<file path="src/rtl/pin_ctrl_pkg.sv">
// pin_ctrl_pkg
// Shared definitions for the PIN attempt controller: FSM state encoding,
// single-byte response codes sent back over the UART, received-character
// constants and small character-classification helpers.
package pin_ctrl_pkg;

    typedef enum logic [2:0] {
        ST_IDLE    = 3'd0,
        ST_COLLECT = 3'd1,
        ST_CHECK   = 3'd2,
        ST_RESPOND = 3'd3,
        ST_LOCKOUT = 3'd4
    } pin_state_t;

    // Response bytes
    localparam logic [7:0] RESP_OK   = 8'h4F;  // 'O'
    localparam logic [7:0] RESP_FAIL = 8'h46;  // 'F'
    localparam logic [7:0] RESP_ERR  = 8'h45;  // 'E'
    localparam logic [7:0] RESP_LOCK = 8'h4C;  // 'L'

    // Received characters
    localparam logic [7:0] CHAR_CR   = 8'h0D;
    localparam logic [7:0] CHAR_ZERO = 8'h30;
    localparam logic [7:0] CHAR_NINE = 8'h39;

    // True for ASCII '0'..'9'.
    function automatic logic is_digit(input logic [7:0] b);
        return (b >= CHAR_ZERO) && (b <= CHAR_NINE);
    endfunction

    // ASCII digit to BCD: the low nibble of '0'..'9' is the digit value.
    function automatic logic [3:0] ascii_to_bcd(input logic [7:0] b);
        return b[3:0];
    endfunction

endpackage

</file>
<file path="src/rtl/pin_compare.sv">
// pin_compare
// Serial constant-time comparator of an entered BCD PIN against the stored
// PIN. A start pulse arms it; it then compares exactly one digit per cycle
// for PIN_LEN cycles, OR-accumulating mismatches, so the time taken never
// depends on where (or whether) the first mismatch occurs.
// Ports:
//   CLK, RESET  clock and synchronous active-high reset
//   start       one-cycle pulse, begins a comparison on the next cycle
//   entry       entered PIN, packed BCD, most significant digit first
//   busy        comparison in progress
//   done        high in the last comparison cycle
//   mismatch    accumulated mismatch including the current digit
module pin_compare
    import pin_ctrl_pkg::*;
#(
    parameter int                    PIN_LEN   = 4,
    parameter logic [4*PIN_LEN-1:0]  PIN_VALUE = 16'h1234
) (
    input  logic                     CLK,
    input  logic                     RESET,
    input  logic                     start,
    input  logic [4*PIN_LEN-1:0]     entry,
    output logic                     busy,
    output logic                     done,
    output logic                     mismatch
);

    localparam int IDX_W = (PIN_LEN > 1) ? $clog2(PIN_LEN) : 1;
    localparam logic [IDX_W-1:0] LAST_IDX = IDX_W'(PIN_LEN - 1);

    logic [IDX_W-1:0] idx_r;
    logic             busy_r;
    logic             mism_r;
    logic [3:0]       entry_digit_s;
    logic [3:0]       ref_digit_s;
    logic             digit_ne_s;

    // Select the digit pair addressed by the current index.
    always_comb begin
        entry_digit_s = 4'h0;
        ref_digit_s   = 4'h0;
        for (int i = 0; i < PIN_LEN; i++) begin
            if (idx_r == IDX_W'(i)) begin
                entry_digit_s = entry[4*(PIN_LEN-1-i) +: 4];
                ref_digit_s   = PIN_VALUE[4*(PIN_LEN-1-i) +: 4];
            end else begin
                entry_digit_s = entry_digit_s;
                ref_digit_s   = ref_digit_s;
            end
        end
        digit_ne_s = (entry_digit_s != ref_digit_s);
    end

    // Index walk and mismatch accumulation; never exits early.
    always_ff @(posedge CLK) begin
        if (RESET) begin
            busy_r <= 1'b0;
            idx_r  <= {IDX_W{1'b0}};
            mism_r <= 1'b0;
        end else if (start) begin
            busy_r <= 1'b1;
            idx_r  <= {IDX_W{1'b0}};
            mism_r <= 1'b0;
        end else if (busy_r) begin
            mism_r <= mism_r | digit_ne_s;
            if (idx_r == LAST_IDX) begin
                busy_r <= 1'b0;
                idx_r  <= {IDX_W{1'b0}};
            end else begin
                idx_r  <= idx_r + IDX_W'(1);
            end
        end else begin
            busy_r <= busy_r;
            idx_r  <= idx_r;
            mism_r <= mism_r;
        end
    end

    assign busy     = busy_r;
    assign done     = busy_r && (idx_r == LAST_IDX);
    assign mismatch = mism_r | digit_ne_s;

endmodule

</file>
<file path="src/rtl/pin_attempt_ctrl.sv">
// pin_attempt_ctrl
// UART-driven PIN entry controller. Digits are collected until CR, checked in
// constant time against PIN_VALUE and answered with one byte:
// 'O' ok, 'F' fail, 'E' malformed/empty entry, 'L' locked out. MAX_TRIES
// consecutive failures lock the controller for LOCKOUT_CYCLES clocks.
// Ports:
//   CLK, RESET          clock and synchronous active-high reset
//   rx_valid, rx_data   received byte strobe and data
//   tx_ready            transmitter accepts tx_data when tx_valid is high
//   tx_valid, tx_data   response byte, held until accepted
//   unlocked            high after a correct PIN until the next entry starts
//   locked_out          high while in lockout
module pin_attempt_ctrl
    import pin_ctrl_pkg::*;
#(
    parameter int                    PIN_LEN        = 4,
    parameter logic [4*PIN_LEN-1:0]  PIN_VALUE      = 16'h1234,
    parameter int                    MAX_TRIES      = 3,
    parameter int                    LOCKOUT_CYCLES = 1000
) (
    input  logic        CLK,
    input  logic        RESET,
    input  logic        rx_valid,
    input  logic [7:0]  rx_data,
    input  logic        tx_ready,
    output logic        tx_valid,
    output logic [7:0]  tx_data,
    output logic        unlocked,
    output logic        locked_out
);

    localparam int CNT_W  = $clog2(PIN_LEN + 1);
    localparam int FAIL_W = $clog2(MAX_TRIES + 1);
    localparam int LOCK_W = $clog2(LOCKOUT_CYCLES + 1);
    localparam logic [CNT_W-1:0]  CNT_FULL  = CNT_W'(PIN_LEN);
    localparam logic [FAIL_W-1:0] FAIL_MAX  = FAIL_W'(MAX_TRIES);
    localparam logic [LOCK_W-1:0] LOCK_LOAD = LOCK_W'(LOCKOUT_CYCLES - 1);

    pin_state_t state_r, state_nxt_s;

    logic [4*PIN_LEN-1:0] buf_r, buf_nxt_s;
    logic [CNT_W-1:0]     cnt_r, cnt_nxt_s;
    logic                 ovf_r, ovf_nxt_s;
    logic                 err_r, err_nxt_s;
    logic [FAIL_W-1:0]    fail_r, fail_nxt_s;
    logic [LOCK_W-1:0]    lock_r, lock_nxt_s;
    logic                 lpend_r, lpend_nxt_s;

    logic                 tx_valid_r, tx_valid_nxt_s;
    logic [7:0]           tx_data_r, tx_data_nxt_s;
    logic                 unlocked_r, unlocked_nxt_s;
    logic                 locked_out_r, locked_out_nxt_s;

    logic rx_digit_s, rx_cr_s, rx_other_s, hs_s;
    logic cmp_start_s, cmp_busy_s, cmp_done_s, cmp_mismatch_s;
    logic pass_s;
    logic [7:0] check_resp_s;

    assign rx_digit_s  = rx_valid && is_digit(rx_data);
    assign rx_cr_s     = rx_valid && (rx_data == CHAR_CR);
    assign rx_other_s  = rx_valid && !is_digit(rx_data) && (rx_data != CHAR_CR);
    assign hs_s        = tx_valid_r && tx_ready;
    assign cmp_start_s = (state_r == ST_COLLECT) && rx_cr_s;

    // Buffer is frozen during CHECK because received bytes are dropped there.
    pin_compare #(
        .PIN_LEN   (PIN_LEN),
        .PIN_VALUE (PIN_VALUE)
    ) u_compare (
        .CLK      (CLK),
        .RESET    (RESET),
        .start    (cmp_start_s),
        .entry    (buf_r),
        .busy     (cmp_busy_s),
        .done     (cmp_done_s),
        .mismatch (cmp_mismatch_s)
    );

    assign pass_s       = !cmp_mismatch_s && (cnt_r == CNT_FULL) && !ovf_r && !err_r;
    assign check_resp_s = err_r ? RESP_ERR : (pass_s ? RESP_OK : RESP_FAIL);

    // FSM state register.
    always_ff @(posedge CLK) begin
        if (RESET) begin
            state_r <= ST_IDLE;
        end else begin
            state_r <= state_nxt_s;
        end
    end

    // FSM next-state logic.
    always_comb begin
        state_nxt_s = state_r;
        case (state_r)
            ST_IDLE: begin
                if (rx_cr_s)         state_nxt_s = ST_RESPOND;
                else if (rx_digit_s) state_nxt_s = ST_COLLECT;
                else                 state_nxt_s = ST_IDLE;
            end
            ST_COLLECT: begin
                if (rx_cr_s) state_nxt_s = ST_CHECK;
                else         state_nxt_s = ST_COLLECT;
            end
            ST_CHECK: begin
                if (cmp_done_s) state_nxt_s = ST_RESPOND;
                else            state_nxt_s = ST_CHECK;
            end
            ST_RESPOND: begin
                if (hs_s) state_nxt_s = (fail_r == FAIL_MAX) ? ST_LOCKOUT : ST_IDLE;
                else      state_nxt_s = ST_RESPOND;
            end
            ST_LOCKOUT: begin
                // A pending 'L' is drained before leaving lockout.
                if ((lock_r == {LOCK_W{1'b0}}) && (!lpend_r || hs_s)) state_nxt_s = ST_IDLE;
                else                                                   state_nxt_s = ST_LOCKOUT;
            end
            default: state_nxt_s = ST_IDLE;
        endcase
    end

    // FSM output logic: next values of the registered outputs.
    always_comb begin
        tx_valid_nxt_s   = (state_nxt_s == ST_RESPOND) ||
                           ((state_nxt_s == ST_LOCKOUT) && lpend_nxt_s);
        locked_out_nxt_s = (state_nxt_s == ST_LOCKOUT);
        tx_data_nxt_s    = tx_data_r;
        unlocked_nxt_s   = unlocked_r;
        if ((state_r == ST_IDLE) && (state_nxt_s == ST_RESPOND)) begin
            tx_data_nxt_s = RESP_ERR;
        end else if ((state_r == ST_CHECK) && (state_nxt_s == ST_RESPOND)) begin
            tx_data_nxt_s = check_resp_s;
        end else if ((state_nxt_s == ST_LOCKOUT) && lpend_nxt_s) begin
            tx_data_nxt_s = RESP_LOCK;
        end else begin
            tx_data_nxt_s = tx_data_r;
        end
        if ((state_r == ST_IDLE) && rx_digit_s) begin
            unlocked_nxt_s = 1'b0;
        end else if ((state_r == ST_CHECK) && cmp_done_s && pass_s) begin
            unlocked_nxt_s = 1'b1;
        end else begin
            unlocked_nxt_s = unlocked_r;
        end
    end

    // Datapath next values: digit buffer, flags, fail and lockout counters.
    always_comb begin
        buf_nxt_s   = buf_r;
        cnt_nxt_s   = cnt_r;
        ovf_nxt_s   = ovf_r;
        err_nxt_s   = err_r;
        fail_nxt_s  = fail_r;
        lock_nxt_s  = lock_r;
        lpend_nxt_s = lpend_r;
        case (state_r)
            ST_IDLE, ST_COLLECT: begin
                if (rx_digit_s) begin
                    if (cnt_r < CNT_FULL) begin
                        for (int i = 0; i < PIN_LEN; i++) begin
                            if (cnt_r == CNT_W'(i)) buf_nxt_s[4*(PIN_LEN-1-i) +: 4] = ascii_to_bcd(rx_data);
                            else                    buf_nxt_s[4*(PIN_LEN-1-i) +: 4] = buf_r[4*(PIN_LEN-1-i) +: 4];
                        end
                        cnt_nxt_s = cnt_r + CNT_W'(1);
                    end else begin
                        ovf_nxt_s = 1'b1;
                    end
                end else if (rx_other_s) begin
                    buf_nxt_s = {(4*PIN_LEN){1'b0}};
                    cnt_nxt_s = {CNT_W{1'b0}};
                    err_nxt_s = 1'b1;
                end else begin
                    buf_nxt_s = buf_r;
                end
            end
            ST_CHECK: begin
                // Error entries answer 'E' and leave the fail counter alone.
                if (cmp_done_s && !err_r) begin
                    if (pass_s)                fail_nxt_s = {FAIL_W{1'b0}};
                    else if (fail_r != FAIL_MAX) fail_nxt_s = fail_r + FAIL_W'(1);
                    else                       fail_nxt_s = fail_r;
                end else begin
                    fail_nxt_s = fail_r;
                end
            end
            ST_RESPOND: begin
                fail_nxt_s = fail_r;
            end
            ST_LOCKOUT: begin
                if (lock_r != {LOCK_W{1'b0}}) lock_nxt_s = lock_r - LOCK_W'(1);
                else                          lock_nxt_s = lock_r;
                lpend_nxt_s = (lpend_r && !hs_s) || rx_cr_s;
            end
            default: begin
                lpend_nxt_s = 1'b0;
            end
        endcase
        // Entry-into-state side effects override the per-state updates.
        if ((state_nxt_s == ST_IDLE) && (state_r != ST_IDLE)) begin
            buf_nxt_s   = {(4*PIN_LEN){1'b0}};
            cnt_nxt_s   = {CNT_W{1'b0}};
            ovf_nxt_s   = 1'b0;
            err_nxt_s   = 1'b0;
            lpend_nxt_s = 1'b0;
            if (state_r == ST_LOCKOUT) fail_nxt_s = {FAIL_W{1'b0}};
            else                       fail_nxt_s = fail_nxt_s;
        end else if ((state_nxt_s == ST_LOCKOUT) && (state_r != ST_LOCKOUT)) begin
            lock_nxt_s  = LOCK_LOAD;
            lpend_nxt_s = 1'b0;
        end else begin
            lock_nxt_s  = lock_nxt_s;
        end
    end

    // Datapath and output registers.
    always_ff @(posedge CLK) begin
        if (RESET) begin
            buf_r        <= {(4*PIN_LEN){1'b0}};
            cnt_r        <= {CNT_W{1'b0}};
            ovf_r        <= 1'b0;
            err_r        <= 1'b0;
            fail_r       <= {FAIL_W{1'b0}};
            lock_r       <= {LOCK_W{1'b0}};
            lpend_r      <= 1'b0;
            tx_valid_r   <= 1'b0;
            tx_data_r    <= 8'h00;
            unlocked_r   <= 1'b0;
            locked_out_r <= 1'b0;
        end else begin
            buf_r        <= buf_nxt_s;
            cnt_r        <= cnt_nxt_s;
            ovf_r        <= ovf_nxt_s;
            err_r        <= err_nxt_s;
            fail_r       <= fail_nxt_s;
            lock_r       <= lock_nxt_s;
            lpend_r      <= lpend_nxt_s;
            tx_valid_r   <= tx_valid_nxt_s;
            tx_data_r    <= tx_data_nxt_s;
            unlocked_r   <= unlocked_nxt_s;
            locked_out_r <= locked_out_nxt_s;
        end
    end

    assign tx_valid   = tx_valid_r;
    assign tx_data    = tx_data_r;
    assign unlocked   = unlocked_r;
    assign locked_out = locked_out_r;

endmodule

</file>
<file path="config.mk">
export PLATFORM = sky130hd
export DESIGN_NAME = pin_attempt_ctrl
export DESIGN_NICKNAME = d
export VERILOG_FILES = /design/src/rtl/pin_ctrl_pkg.sv /design/src/rtl/pin_compare.sv /design/src/rtl/pin_attempt_ctrl.sv
export SDC_FILE = /design/constraint.sdc
export NUM_CORES = 1
export LEC_CHECK = 0
export ABC_CLOCK_PERIOD_IN_PS = 2800
export BUFFER_PORTS_ARGS = -buffer_cell sky130_fd_sc_hd__buf_4
export CELL_PAD_IN_SITES_DETAIL_PLACEMENT = 2
export CELL_PAD_IN_SITES_GLOBAL_PLACEMENT = 2
export CORE_UTILIZATION = 31
export CTS_BUF_LIST = sky130_fd_sc_hd__clkbuf_16
export DETAILED_ROUTE_END_ITERATION = 8
export HOLD_SLACK_MARGIN = 0.05
export PLACE_DENSITY_LB_ADDON = 0.05
export SYNTH_ARGS = -nofsm -noshare
export SYNTH_HDL_FRONTEND = slang
export SYNTH_HIERARCHICAL = 1
export SYNTH_SLANG_ARGS = --single-unit
</file>
<file path="constraint.sdc">
create_clock -name CLK -period 2.8 [get_ports CLK]
set_input_delay 0.28 -clock CLK [delete_from_list [all_inputs] [get_ports CLK]]
set_output_delay 0.28 -clock CLK [all_outputs]
set_load 0.005 [all_outputs]
</file>
* After elaboration in Yosys (flattened, before gate mapping)
Cells that the tools add are included.
Storage, ports and cells: input bits 12, register bits 52, output and inout bits 11, word-level logic and storage cells 155
Cells by class: bitwise operators 3, equality and inequality tests 24, reduce and logical (&&, ||, !) cells 54, multiplexer cells 48, add/sub/neg operators 4, $lt $le $gt $ge 3
Operators with widths (number):
- $mux W16 | 3
- $mux W10 | 4
- $mux W4 | 10
- $logic_and A1 B1 Y1 | 22
- $mux W2 | 11
- $mux W3 | 7
- $mux W8 | 2
- $reduce_and A4 Y1 | 4
- $eq A3 B2 Y1 const B | 5
- $pmux W3 S5 | 1
- $logic_not A10 Y1 | 1
- $ne A2 B1 Y1 const B | 5
- $reduce_bool A10 Y1 | 1
- $reduce_or A2 Y1 | 5
- $sub A10 B1 Y10 const B | 1
- $eq A3 B3 Y1 const B | 3
- $logic_not A3 Y1 | 3
- $reduce_and A3 Y1 | 3
- $eq A8 B4 Y1 const B | 1
- $ge A8 B6 Y1 const B | 1
- $le A8 B6 Y1 const B | 1
- $mux W1 | 8
- $ne A8 B4 Y1 const B | 1
- $mux W7 | 1
- 18 further kinds | 32

* Longest topological paths before layout
Gate-level depths: netlist (run 1).
depth after elaboration 16, depth in mapped cells 10, depth with buffers taken out 10

* Cells and area by module
Netlist (run 1), hierarchy kept.
Modules (own cells, without submodules):
- pin_attempt_ctrl | instances 1, area each 2331.0 µm², sequential area each 880.8 µm², cells an instance 259
- pin_compare | instances 1, area each 351.6 µm², sequential area each 80.1 µm², cells an instance 43

* Least setup slack after synthesis (run 1)
OpenSTA, ideal clock, no wires.
kind reg-to-reg, from reg u_compare.idx_r[0], to reg unlocked_r (netlist: unlocked), library setup time 0.086 ns, buffers on the path 0, slack 0.429 ns, data required time 2.714 ns, clock period less this slack 2.371 ns, stages on the path, launching flop included 11, arrival time 2.286 ns, path through dfxtp_1 inv_1 ha_1 a211oi_1 a21oi_1 a221oi_2 nand4_1 or4bb_1 nor3_1 nor2_1 a211oi_1
Between the ends: cells in the longest elaborated chain, start to end 12, elaborated cells between the ends (all ways) 21, classes of those cells eq/ne (4); mux (8); bitwise (1); reduce/logical (8)
RTL lines:
- start, declared | RTL line pin_compare.sv:31 | logic [IDX_W-1:0] idx_r;
- start signal, assigned | RTL line pin_compare.sv:58 | idx_r <= {IDX_W{1'b0}};
- start signal, assigned | RTL line pin_compare.sv:62 | idx_r <= {IDX_W{1'b0}};
- start signal, assigned | RTL line pin_compare.sv:68 | idx_r <= {IDX_W{1'b0}};
- $logic_not A2 Y1 | RTL line pin_compare.sv:43 | if (idx_r == IDX_W'(i)) begin
- $mux W4 / $mux W1 (equally long branches) | RTL line pin_compare.sv:43
- $mux W4 / $mux W2 (equally long branches) (2 in a row) | RTL line pin_compare.sv:43
- $mux W4 / $mux W3 (equally long branches) | RTL line pin_compare.sv:43
- $ne A4 B3 Y1 * | RTL line pin_compare.sv:51 | digit_ne_s = (entry_digit_s != ref_digit_s);
- $or A1 B1 Y1 * | RTL line pin_compare.sv:81 | assign mismatch = mism_r | digit_ne_s;
- via cmp_mismatch_s | RTL line pin_attempt_ctrl.sv:55 | logic cmp_start_s, cmp_busy_s, cmp_done_s, cmp_mismatch_s;
- $logic_not A1 Y1 * | RTL line pin_attempt_ctrl.sv:79 | assign pass_s = !cmp_mismatch_s && (cnt_r == CNT_FULL) && !ovf_r && !err_r;
- $logic_and A1 B1 Y1 * (3 in a row) | RTL line pin_attempt_ctrl.sv:79
- $logic_and A1 B1 Y1 * | RTL line pin_attempt_ctrl.sv:139 | end else if ((state_r == ST_CHECK) && cmp_done_s && pass_s) begin
- end signal, assigned | RTL line pin_attempt_ctrl.sv:238 | unlocked_r <= unlocked_nxt_s;
- end, declared | RTL line pin_attempt_ctrl.sv:51 | logic unlocked_r, unlocked_nxt_s;
Mark *: on every way through the listed nets, which the timed path passes. The rest lies on a longest branch. A chain may end at the register's enable or synchronous reset.

* Worst setup path in the final report (run 1)
Same ends and word-level chain as after synthesis.

==> results of run 1 <==
-- worst max-delay path by stage --
stage / to / from / slack, ns
after floorplan: unlocked / u_compare/idx_r[0] / 0.43
after global placement: unlocked / u_compare/idx_r[0] / 0.19
after detailed placement: unlocked / u_compare/idx_r[0] / 0.06
after CTS: unlocked / u_compare/idx_r[0] / 0.01
after global routing: unlocked / u_compare/idx_r[0] / 0.03
final: unlocked / u_compare/idx_r[0] / 0.25
-- per-layer routing --
metal	share of wire (%)	wire length [um]
met3	2.0	156
met5	0	0
met4	0.65	50
met1	49	3770
met2	48	3740
-- what timing repair did --
item | 4_1_cts | 5_1_grt
hold endpoints to repair | 0 | 0
resized for setup | 0 | 7
setup endpoints to repair | 0 | 2
setup buffers | 0 | 1
-- cell type report --
class                           instances  area share (%)
Multi-Input combinational cell        222            51.2
Sequential cell                        48            31.3
Timing Repair Buffer                   29            7.07
Tap cell                              105            4.27
Clock buffer                            5            4.07
Inverter                               15            1.83
Clock inverter                          2           0.285
-- per-stage QoR --
stage / hold WS [ns] / util, % / std cells / area (sq um)
2_1_floorplan: 0.352 / - / 304 / 2690
3_5_place_dp: 0.507 / 35.2 / 418 / 2920
6_report: 0.352 / 37.1 / 426 / 3080
4_1_cts: 0.346 / 36.8 / 425 / 3050
3_3_place_gp: 0.484 / 35.2 / 418 / 2920
5_1_grt: 0.370 / 37.1 / 426 / 3080
-- state kept, by name, indices dropped and copies added (netlist names) --
| signal | cells |
|---|---|
| u_compare/mism_r | 1 |
| tx_valid | 1 |
| unlocked | 1 |
| fail_r | 2 |
| cnt_r | 3 |
| locked_out | 1 |
| u_compare/busy | 1 |
| u_compare/idx_r | 2 |
| lpend_r | 1 |
| buf_r | 16 |
| err_r | 1 |
| tx_data | 4 |
| ovf_r | 1 |
| lock_r | 10 |
| state_r | 3 |
-- power breakdown --
group          total, uW  switching, uW  internal, uW  leakage [uW]
Combinational       63.1           40.3          22.8      0.000631
Sequential           687           2.78           684      0.000388
Clock                582            260           322     0.0000709
-- layout by cell type (no fill, tap or decap), drive strengths merged, types with 2 or more instances in the layout --
| cell | netlist | routed |
|---|---|---|
| nand3 | 5 | 5 |
| mux2i | 4 | 4 |
| nor4bb | 3 | 3 |
| nor2b | 3 | 3 |
| nor4 | 2 | 2 |
| o21a | 18 | 18 |
| conb | 1 | 3 |
| a221oi | 2 | 2 |
| a21oi | 13 | 13 |
| o311ai | 2 | 2 |
| a31oi | 9 | 9 |
| ha | 10 | 10 |
| dfxtp | 48 | 48 |
| o21ai | 13 | 13 |
| a211oi | 4 | 4 |
| o2111ai | 2 | 2 |
| o22ai | 2 | 2 |
| xor2 | 2 | 2 |
| nor2 | 13 | 13 |
| nand4 | 13 | 13 |
| or3 | 4 | 4 |
| and3 | 5 | 5 |
| buf | 9 | 29 |
| a21boi | 19 | 19 |
| a41oi | 2 | 2 |
| nor3 | 27 | 27 |
| inv | 15 | 16 |
| o31ai | 3 | 3 |
| clkbuf | 10 | 5 |
| nor3b | 2 | 2 |
| or4 | 4 | 4 |
| nand2b | 5 | 5 |
| nand2 | 8 | 8 |
-- worst max-delay path, cell delays in order, from the launching register on --
cell and delay (ns):
dfxtp_2 0.37, inv_1 0.07, ha_2 0.22, a211oi_1 0.23, a21oi_1 0.08, a221oi_2 0.29, nand4_1 0.16, or4bb_1 0.58
nor3_2 0.21, nor2_1 0.06, a211oi_1 0.20
-- cells by family after synthesis --
group	synth area share (%)
other cells	0.140
mux	1.91
buf+inv	6.25
simple gates	23.3
flops	35.8
xor+xnor	0.980
compound gates	26.9
fa+ha+maj	4.66
==> summary.log, run 1 <==
[run_status] result of the run completed
[final_layout] footprint of the multi-input gates 1580 sq um
[worst_hold_path] class of the tightest hold or removal check input port to flip-flop
[synth] area fraction of the dominant cell type after synthesis 35.8%
[critical_path] critical path peak fanout 7
[sta] highest attainable clock frequency 392 MHz
[final_layout] ant diodes 0
[sta] Setup violations, final 0
[grt] remaining global-route overflow 0
[clock_network] CTS hold repair buffers 0
[final_layout] share of layout cells above drive strength 1 17.1%
[run] count of max-cap constraint violations 0
[grt] vias in the first global route 2,487
[floorplan] total die area 9030 sq um
[synth] Synth warnings 6
[placement] input/output buffers 19
[grt] initial antenna violation count 0
[floorplan] row count 33
[critical_path] length in cells of the worst reg-to-reg path 10
[sta] final-report max-slew violation count 0
[critical_path] worst reg2reg path startpoint u_compare/idx_r[0]
[sta] total count of hold-check failures in the final report 0
[sta] accumulated negative setup slack 0 ns
[worst_hold_path] Hold Startpoint RESET
[final_layout] Area Growth Syn to Fin 14.7%
[floorplan] Die Y 95.0 um
[clock_network] clock tree from TritonCTS built
[clock_network] clock sink count 48
[floorplan] Die Width 95.0 um
[grt] grt met2 use 33.2%
[synth] synthesized instance count 302
[critical_path] CP Data Arrival Time 2.76 ns
[clock_network] worst-skew pair later-pin latency 0.29 ns
[sta] clock skew after layout 0.00627 ns
[grt] global-route wire length before repair 13,000 um
[synth] count of flip-flops with a built-in enable after synthesis 0
[clock_network] clock transition at the registers of the reported paths 0.07 ns
[sta] portion of the clock cycle consumed by the worst path in the final layout 91.1%
[pwr] VDD IR max 0.216 mV
[grt] most crowded layer after global routing met2
[synth] most instantiated library cell after synthesis dfxtp_1
[placement] GPL Wtd Cong 0.680
[routing] Routed wire per std cell 18.1 um
[synth] register bit count reported by yosys 48
[critical_path] endpoint type of the worst setup path flip-flop
[floorplan] Core ar. 8300 sq um
[floorplan] effective utilization at floorplan 32.3%
[sta] worst setup slack after layout 0.248 ns
[clock_network] CTS HTree Levels 2
[grt] global routing usage summed across all routing layers 18.8%
[floorplan] Boundary Pins 23
[grt] met1 Use GR 24.4%
[clock_network] total CTS buffers 5
[synth] proportion of synthesized chip area in sequential cells 35.8%
[routing] first-iteration detailed-routing DRC count 40
[critical_path] reg-to-reg slack, setup 0.25 ns
[routing] WL final 7720 um
[synth] top cells by area in the synthesized netlist dfxtp_1, nor3_1, o21a_1, a21boi_0, ha_1
[routing] vias after detailed routing 2,372
[clock_network] root buf cell clkbuf_16
[synth] Mapped Avg Cell Area 8.88 sq um
[sta] unrepaired setup endpoints after global routing false
[routing] post-route DRC violation count 0
[pwr] Total Power 1330 uW
[final_layout] Register Area 963 sq um
[synth] leading cell types by count after synthesis dfxtp_1, nor3_1, o21a_1
[sta] actual transition at the worst max-transition pin 0.694 ns
[final_layout] fillers 954
[worst_hold_path] Hold Path Cell Cnt 2
[final_layout] net count of the finished layout 343
[placement] pre-CTS setup slack 0.0561 ns
[critical_path] Worst Path Required 3.00 ns
[synth] dominant synthesized flop cell dfxtp_1
[routing] via density per instance 5.57
[sta] final period demand of the worst path 2.55 ns
[critical_path] type of origin of the critical path flip-flop
[grt] met3 GRT Util 2.87%
[critical_path] Reg-to-Reg End unlocked
[critical_path] class of the most critical setup path flip-flop to flip-flop
[pwr] pwr dens 433 nW/um^2
[synth] fraction of synthesis flops using an asynchronous set or reset pin 0%
[grt] maximum number of pins on one net before global-route repair 25
[synth] area of the mapped netlist 2680 sq um
[placement] HPWL after detailed placement 5730 um
[clock_network] maximum buffer depth of the clock tree 2
[routing] first-pass iteration count of the detailed router 4
[routing] number of nets with antenna violations after detailed routing 0
[synth] library cell occupying the most area in the post-synthesis netlist dfxtp_1
[sta] worst slew slack as a fraction of its limit 53.4%
[pwr] LEAKAGE 0.00109 uW
[synth] distinct cell type count of the synthesized netlist 63
[worst_hold_path] destination of the worst hold path u_compare/busy
Power figures use the tool's default switching activity.
==> inputs of run 2 (changes only) <==
Settings changed: CTS_BUF_LIST sky130_fd_sc_hd__clkbuf_16 to sky130_fd_sc_hd__clkbuf_2 sky130_fd_sc_hd__clkbuf_4 sky130_fd_sc_hd__clkbuf_8.
==> summary.log, run 2 (synthesized netlist as in run 1, its figures left out) <==
[routing] vias after detailed routing 2,393
[placement] placed cell count 418
[worst_hold_path] class of the tightest hold or removal check input port to flip-flop
[final_layout] commonest cells after routing, fill and taps aside dfxtp_1, buf_4, nor3_1, o21a_1, a21boi_0
[routing] post-route DRC violation count 0
[critical_path] class of the most critical setup path flip-flop to flip-flop
[routing] number of nets with antenna violations after detailed routing 0
[final_layout] commonest non-fill, non-tap cell in the layout dfxtp_1
[routing] via density per instance 5.60
[sta] actual transition at the worst max-transition pin 0.665 ns
[floorplan] Die Width 95.0 um
[critical_path] Reg-to-Reg End unlocked
[sta] worst slew slack as a fraction of its limit 55.4%
[grt] maximum number of pins on one net before global-route repair 25
[worst_hold_path] destination of the worst hold path u_compare/busy
[critical_path] CP Data Arrival Time 2.77 ns
[routing] first-pass iteration count of the detailed router 4
[floorplan] Core ar. 8300 sq um
[pwr] pwr dens 387 nW/um^2
[final_layout] ant diodes 0
[clock_network] clock transition at the registers of the reported paths 0.10 ns
[final_layout] Register Area 963 sq um
[final_layout] Area Growth Syn to Fin 12.8%
[placement] input/output buffers 19
[critical_path] length in cells of the worst reg-to-reg path 10
[final_layout] register containing the most flip-flops in the final layout buf_r
[clock_network] total CTS buffers 5
[floorplan] row count 33
[clock_network] CTS HTree Levels 2
[final_layout] footprint of the multi-input gates 1570 sq um
[sta] Worst Hold Slack 0.334 ns
[final_layout] share of layout cells above drive strength 1 17.1%
[final_layout] net count of the finished layout 344
[clock_network] root buf cell clkbuf_8
[grt] vias in the first global route 2,498
[sta] final period demand of the worst path 2.55 ns
[critical_path] endpoint type of the worst setup path flip-flop
[sta] clock skew after layout 0.0119 ns
[sta] accumulated negative setup slack 0 ns
[final_layout] number of flip-flops under the largest register name 16
[sta] total count of hold-check failures in the final report 0
[critical_path] reg-to-reg slack, setup 0.25 ns
[final_layout] Design Area, Final 3030 sq um
[sta] final-report max-slew violation count 0
[sta] highest attainable clock frequency 393 MHz
[routing] WL final 7690 um
[routing] Routed wire per std cell 18.0 um
[clock_network] clock sink count 48
[floorplan] total die area 9030 sq um
[grt] remaining global-route overflow 0
[clock_network] CTS hold repair buffers 0
[floorplan] Boundary Pins 23
[floorplan] Die Y 95.0 um
[final_layout] Layout Utilization 36.5%
[floorplan] effective utilization at floorplan 32.3%
[clock_network] maximum buffer depth of the clock tree 2
[final_layout] number of standard cells in the layout, taps in and fillers out 427
[pwr] LEAKAGE 0.00107 uW
[critical_path] critical path peak fanout 5
[clock_network] worst-skew pair later-pin latency 0.30 ns
[worst_hold_path] Hold Startpoint RESET
[pwr] VDD IR max 0.144 mV
[sta] Setup violations, final 0
[clock_network] clock tree from TritonCTS built
[sta] unrepaired setup endpoints after global routing false
[placement] Placed Instance Area 2920 sq um
[critical_path] worst reg2reg path startpoint u_compare/idx_r[1]
[final_layout] fillers 955
[placement] GPL Wtd Cong 0.680
[placement] HPWL after detailed placement 5730 um
[sta] portion of the clock cycle consumed by the worst path in the final layout 91.0%
[grt] global-route wire length before repair 13,000 um
[run_status] result of the run completed
[worst_hold_path] Hold Path Cell Cnt 2
[critical_path] type of origin of the critical path flip-flop
[grt] initial antenna violation count 0
[run] count of max-cap constraint violations 0
[critical_path] Worst Path Required 3.02 ns
[grt] global routing usage summed across all routing layers 18.7%
[routing] first-iteration detailed-routing DRC count 53
run 2: cell count changes in the layout (fill, tap and decap cells not counted), sizes merged:
cell,delta
clkbuf,+1
buf,+1
inv,-1
run 2: layout make-up:
class / instances / share of cell area, %
well taps: 105 / 4.34
multi-input cells: 222 / 51.8
inverters: 15 / 1.86
repair buffers: 30 / 7.44
clock buffers: 6 / 2.52
clock inverters: 1 / 0.165
flip-flops and latches: 48 / 31.8
run 2: power breakdown:
part	leakage, uW	internal (uW)	switching (uW)
Combinational	0.000635	22.8	40.1
Clock	0.0000445	181	242
Sequential	0.000388	684	2.75
run 2: timing repair:
item / CTS / global route
resized for setup: 0 / 5
endpoints found under the setup margin: 0 / 2
hold endpoints to repair: 0 / 0
setup buffers: 0 / 2
run 2: routing by layer:
metal / routed length [um] / vias up / global-route usage (%) / share of wire (%)
li1: - / 1180 / - / -
met3: 197 / 7 / 2.87 / 2.6
met4: 64 / 0 / 3.79 / 0.83
met5: 0 / - / 0 / 0
met1: 3710 / 1175 / 24.4 / 48
met2: 3710 / 31 / 32.7 / 48
run 2: worst max-delay path by stage:
stage,start,endpoint,slack (ns),cells past startpoint
finish,u_compare/idx_r[1],unlocked,0.25,10
global route,u_compare/idx_r[1],unlocked,0.03,10
CTS,u_compare/idx_r[0],unlocked,0.02,10
detailed placement,u_compare/idx_r[0],unlocked,0.06,10
global placement,u_compare/idx_r[0],unlocked,0.19,10
floorplan,u_compare/idx_r[0],unlocked,0.43,10
run 2: critical path, stage by stage (launching register included):
cell      delay (ns)
dfxtp_2         0.36
inv_1           0.06
ha_1            0.24
a211oi_1        0.27
a21oi_1         0.08
a221oi_2        0.30
nand4_1         0.16
or4bb_1         0.59
nor3_2          0.16
nor2_1          0.06
a211oi_1        0.20
run 2: stage by stage:
| step | worst slack, ns | total power [uW] |
|---|---|---|
| 2_1_floorplan | 0.429 | 741 |
| 3_3_place_gp | 0.194 | 765 |
| 3_5_place_dp | 0.0561 | 766 |
| 4_1_cts | 0.0177 | 1190 |
| 5_1_grt | 0.0269 | 1230 |
| 6_report | 0.253 | 1170 |
